File: config.mk
export PLATFORM = sky130hd
export DESIGN_NAME = uart_rx_ctrl16
export DESIGN_NICKNAME = d
export VERILOG_FILES = /design/src/rtl/uart_ctrl_pkg.sv /design/src/rtl/hold_timer.sv /design/src/rtl/uart_rx_ctrl16.sv
export SDC_FILE = /design/constraint.sdc
export NUM_CORES = 1
export LEC_CHECK = 0
export CAP_MARGIN = 40
export CELL_PAD_IN_SITES_DETAIL_PLACEMENT = 0
export CELL_PAD_IN_SITES_GLOBAL_PLACEMENT = 1
export CORE_AREA = 2 2 95 97
export CTS_CLUSTER_SIZE = 16
export DETAILED_ROUTE_END_ITERATION = 10
export DIE_AREA = 0 0 97 99
export HOLD_SLACK_MARGIN = 0.12
export PLACE_DENSITY = 0.65
export SYNTH_ARGS = -nofsm -noshare
export SYNTH_HDL_FRONTEND = slang
export SYNTH_SLANG_ARGS = --single-unit
File: constraint.sdc
create_clock -name clock -period 2.4 [get_ports clock]
set_input_delay 0.36 -clock clock [delete_from_list [all_inputs] [get_ports clock]]
set_output_delay 0.36 -clock clock [all_outputs]
set_load 0.005 [all_outputs]
File: src/rtl/uart_ctrl_pkg.sv
// Shared definitions for the 16-bit UART transmit/receive controllers.
// Holds the byte/word widths, the default inter-byte gap and the RX state and word types.
package uart_ctrl_pkg;

  localparam int unsigned BYTE_W           = 8;
  localparam int unsigned WORD_W           = 16;
  localparam int unsigned INTER_BYTE_DELAY = 1000000;

  typedef enum logic [1:0] {
    RX_IDLE        = 2'd0,
    RX_WAIT_BYTE_1 = 2'd1,
    RX_WORD_READY  = 2'd2
  } rx_state_e;

  // Assembled word: high byte arrives second on the line, low byte first.
  typedef struct packed {
    logic [BYTE_W-1:0] high;
    logic [BYTE_W-1:0] low;
  } rx_word_t;

endpackage

File: src/rtl/hold_timer.sv
// Up-counter with synchronous clear and enable.
// Flags the terminal count combinationally when the count reaches LIMIT-1.
module hold_timer
  import uart_ctrl_pkg::*;
#(
  parameter int unsigned LIMIT = 2 * INTER_BYTE_DELAY,
  parameter int unsigned WIDTH = 32
) (
  input  logic clock,
  input  logic reset,
  input  logic clear,
  input  logic enable,
  output logic terminal_count_c
);

  logic [WIDTH-1:0] count;

  always_ff @(posedge clock) begin
    if (reset || clear) begin
      count <= '0;
    end else if (enable) begin
      count <= count + WIDTH'(1);
    end
  end

  assign terminal_count_c = (count == WIDTH'(LIMIT - 1));

endmodule

File: src/rtl/uart_rx_ctrl16.sv
// Receive-side controller: pairs two consecutive bytes (low first) into a 16-bit word
// with a valid/ack handshake, and flags inter-byte timeout, overrun and line errors.
module uart_rx_ctrl16
  import uart_ctrl_pkg::*;
#(
  parameter int unsigned INTER_BYTE_TIMEOUT = 2 * INTER_BYTE_DELAY,
  parameter int unsigned TIMER_WIDTH        = 32
) (
  input  logic              clock,
  input  logic              reset,
  input  logic [BYTE_W-1:0] rx_data,
  input  logic              rx_ready,
  input  logic              rx_error,
  input  logic              data_ack,
  output logic [WORD_W-1:0] data_out16,
  output logic              data_valid,
  output logic              busy,
  output logic              timeout_err,
  output logic              overrun_err,
  output logic              line_err
);

  localparam logic [1:0] IDLE        = RX_IDLE;
  localparam logic [1:0] WAIT_BYTE_1 = RX_WAIT_BYTE_1;
  localparam logic [1:0] WORD_READY  = RX_WORD_READY;

  logic [1:0]        state, state_n;
  logic [BYTE_W-1:0] byte0, byte0_n;
  rx_word_t          word_q, word_n;
  logic              valid_n, busy_n, timeout_n, overrun_n, line_n;
  logic              timer_en_c, timer_clear_c, timer_done_c;
  logic              byte_ok_c;

  // Timer runs only while waiting for the high byte and sits at 0 otherwise.
  assign timer_en_c    = (state == WAIT_BYTE_1);
  assign timer_clear_c = ~timer_en_c;
  assign byte_ok_c     = rx_ready & ~rx_error;

  hold_timer #(
    .LIMIT (INTER_BYTE_TIMEOUT),
    .WIDTH (TIMER_WIDTH)
  ) u_hold_timer (
    .clock            (clock),
    .reset            (reset),
    .clear            (timer_clear_c),
    .enable           (timer_en_c),
    .terminal_count_c (timer_done_c)
  );

  always_ff @(posedge clock) begin
    if (reset) begin
      state       <= IDLE;
      byte0       <= '0;
      word_q      <= '0;
      data_valid  <= 1'b0;
      busy        <= 1'b0;
      timeout_err <= 1'b0;
      overrun_err <= 1'b0;
      line_err    <= 1'b0;
    end else begin
      state       <= state_n;
      byte0       <= byte0_n;
      word_q      <= word_n;
      data_valid  <= valid_n;
      busy        <= busy_n;
      timeout_err <= timeout_n;
      overrun_err <= overrun_n;
      line_err    <= line_n;
    end
  end

  always_comb begin
    state_n   = state;
    byte0_n   = byte0;
    word_n    = word_q;
    valid_n   = data_valid;
    timeout_n = 1'b0;
    overrun_n = 1'b0;
    line_n    = 1'b0;

    case (state)
      IDLE: begin
        if (rx_error) begin
          line_n = 1'b1;
        end else if (rx_ready) begin
          byte0_n = rx_data;
          state_n = WAIT_BYTE_1;
        end
      end

      // A byte arriving on the timeout cycle still completes the word.
      WAIT_BYTE_1: begin
        if (rx_error) begin
          line_n  = 1'b1;
          byte0_n = '0;
          state_n = IDLE;
        end else if (rx_ready) begin
          word_n.high = rx_data;
          word_n.low  = byte0;
          valid_n     = 1'b1;
          state_n     = WORD_READY;
        end else if (timer_done_c) begin
          timeout_n = 1'b1;
          byte0_n   = '0;
          state_n   = IDLE;
        end
      end

      WORD_READY: begin
        line_n = rx_error;
        if (data_ack) begin
          valid_n = 1'b0;
          state_n = IDLE;
          if (byte_ok_c) begin
            byte0_n = rx_data;
            state_n = WAIT_BYTE_1;
          end
        end else if (byte_ok_c) begin
          overrun_n = 1'b1;
        end
      end

      default: begin
        valid_n = 1'b0;
        state_n = IDLE;
      end
    endcase

    busy_n = (state_n != IDLE);
  end

  assign data_out16 = word_q;

endmodule

==> results of run 1 <==
## power by group
group / leakage (nW) / internal, W / switching (W) / total (W)
combinational: 0.467 / 0.0000446 / 0.0000443 / 0.0000888
sequential: 0.509 / 0.00106 / 0.0000102 / 0.00107
clock: 0.0956 / 0.000481 / 0.000439 / 0.000920
## per-stage QoR
step | worst slack (ns) | area [µm²] | util [%]
after global placement | 0.3243 | 3216 | 37.61
after detailed placement | 0.2769 | 3216 | 37.61
after global routing | 0.1220 | 3412 | 39.90
final | 0.2531 | 3412 | 39.90
after CTS | 0.2520 | 3412 | 39.90
after floorplan | 0.4716 | 2735 | -
## cell usage in the layout, fill, tap and decap left out, types with 5 or more instances in the layout
master	instances
clkdlybuf4s50_1	33
dfxtp_1	63
a21oi_1	30
clkbuf_8	9
nand2_1	55
a32oi_1	8
nor2_1	19
nand2b_1	5
nand3_1	11
o31ai_1	8
buf_4	12
nor4_1	6
o21ai_0	13
or4_1	8
inv_1	6
xnor2_1	8
nor3_1	8
nand4_1	5
## critical path: cells and delay by family (launching register included)
| kind | cells | cell delay, ns |
|---|---|---|
| compound gates | 1 | 0.15 |
| fa+ha+maj | 1 | 0.25 |
| flops | 1 | 0.40 |
| simple gates | 3 | 1.28 |
## cell type report
type	count	area, µm²	share of cell area (%)
Inverter	6	22.52	0.6601
Tap cell	108	135.1	3.960
Clock buffer	9	123.9	3.630
Clock inverter	7	72.57	2.127
Sequential cell	63	1261	36.96
Timing Repair Buffer	45	420.4	12.32
Multi-Input combinational cell	234	1376	40.34
## state kept, by name (all words and copies together), names as in the netlist
| name | flops |
|---|---|
| overrun_err | 1 |
| data_out16 | 16 |
| byte0 | 8 |
| u_hold_timer.count | 32 |
| data_valid | 1 |
| line_err | 1 |
| timeout_err | 1 |
| state | 2 |
| busy | 1 |
## worst min path at each step
stage	start	end	slack (ns)	cells past startpoint
floorplan	u_hold_timer.count[0]	u_hold_timer.count[0]	0.44	1
global placement	data_out16[5]	data_out16[5]	0.44	2
detailed placement	data_out16[14]	data_out16[14]	0.45	2
CTS	data_out16[8]	data_out16[8]	0.46	2
global route	data_out16[11]	data_out16[11]	0.48	2
finish	data_out16[8]	data_out16[8]	0.45	2
## cell families (layout without fill, tap and decap cells)
| logic type | Yosys count | in the layout | synth area share, % |
|---|---|---|---|
| XOR/XNOR | 11 | 11 | 3.523 |
| AND/OR/NAND/NOR | 148 | 148 | 28.87 |
| buffers and inverters | 23 | 67 | 3.751 |
| multiplexers | 3 | 3 | 1.098 |
| flip-flops | 63 | 63 | 46.11 |
| AO/OA/AOI/OAI | 71 | 71 | 16.19 |
| adder cells (fa/ha/maj) | 1 | 1 | 0.4574 |
## layer usage
metal | GRT usage, % | vias up | part of all wire [%]
met5 | 0 | - | 0
met4 | 5.200 | 0 | 1.2
met3 | 3.475 | 8 | 3.5
li1 | - | 1245 | -
met2 | 20.78 | 39 | 44
met1 | 19.19 | 1132 | 52
==> reports/qor.yml, run 1 <==
ant_nets: 0
gp_congestion: 0.7542
path_class: "register to register"
critPathLaunchType: "register"
cp_cell_sequence: "ha_1 -> nand2_1 -> or4_4 -> or4_1 -> a21oi_1"
cts_tree: "yes"
critPathSlowestCell: "or4_4"
rsz0062_at_grt: "no"
p_leak_nw: 1.071
syn_to_final_growth_pct: 24.75
rows: 34
grt_pass1_wl_um: 10950
yosys-top-cells-area: "dfxtp_1 (46%), nand2_1 (7.5%), a21oi_1 (5.5%)"
io_pins: 34
grt_util_all_layers_pct: 13.83
cp_max_fo: 15
ys_dominant_reg_cell: "dfxtp_1"
start_util_pct: 31.99
clk_latency_ns: 0.33
max_stage_delay_ns: 0.63
post-synth-top-area-cell: "dfxtp_1"
die_y_um: 99
setup_violations: 0
cts_max_level: 3
fin_tns_setup_ns: 0
cp_data_arrival_time_ns: 2.41
finalCritPeriodShare_pct: 89.45
numCtsBuffers: 9
viasPerCell: 5.136
synth_edf_count: 0
finalHoldViolations: 0
ys_ff_latch: 63
num-fill-cells: 863
ys_warn_count: 0
yosysSeqAreaShare_pct: 46.11
placedCellCount: 456
power.total_w: 0.002076
yosys.cell_types.count: 47
syn_nets: 334
hold_class: "register to register"
wl_per_cell_um: 13.68
r2r-end: "u_hold_timer.count[28]"
ctsResizeCount: 0
dr.pass1.iters: 4
cts_sinks: 63
drive_above_1_share_pct: 9.890
cts_root_buffer: "clkbuf_8"
coreArea_um2: 8551
syn_avg_cell_area_um2: 8.547
dp_hpwl_um: 4348
reg2regPathDepth: 5
instances_no_fill: 472
synth_top_area_share_pct: 46.11
setup.worst_path.end: "u_hold_timer.count[28]"
postCtsHoldBufs: 0
die_area_um2: 9603
cts_max_path_buffers: 2
worstPathRequired_ns: 2.67
syn_area_um2: 2735
ys_async_sr_fraction_pct: 0
holdWs_ns: 0.4534
reg2reg_from: "u_hold_timer.count[0]"
finalCriticalPeriod_ns: 2.147
postRouteWirelength_um: 6456
endpoint_kind: "register"
vias: 2424
p_per_area_nw_per_um2: 608.6
critPathLaunch: "u_hold_timer.count[0]"
fin_nets: 373
status: "completed"
r2r_slack_ns: 0.25
gr-total-overflow: 0
grt_antenna_before_repair: 0
io_buffers: 33
maxCapViolCount: 0
die_width_um: 97
cts.clk_slew.worst_paths_ns: 0.08
antennaDiodeCount: 0
drtIter0Drc: 83
postCtsSetupRepairBufs: 0
fin_worst_skew_ns: 0.008755
relSlewSlack_pct: 55.99
grt_start_max_net_pins: 28
netlist_instances: 320
max-vdd-ir-drop_mv: 0.2295
maxSlewViolCount: 0
synthTopCellsByCount: "dfxtp_1 (63), nand2_1 (55), a21oi_1 (30)"
synth_most_common_cell: "dfxtp_1"
fmax_ghz: 0.4658
remaining_drc_errors: 0
worst_pin_slew_ns: 0.6541
grt_pass1_vias: 2305
No activity file was read; power rests on OpenSTA's default activity.
==> inputs of run 2 (changes only) <==
--- a/config.mk
+++ b/config.mk
@@ -12,7 +12,6 @@
 export CTS_CLUSTER_SIZE = 16
 export DETAILED_ROUTE_END_ITERATION = 10
 export DIE_AREA = 0 0 97 99
-export HOLD_SLACK_MARGIN = 0.12
 export PLACE_DENSITY = 0.65
 export SYNTH_ARGS = -nofsm -noshare
 export SYNTH_HDL_FRONTEND = slang
==> results of run 2 <==
No change in the layout: final DEF, timing and power equal those of run 1.
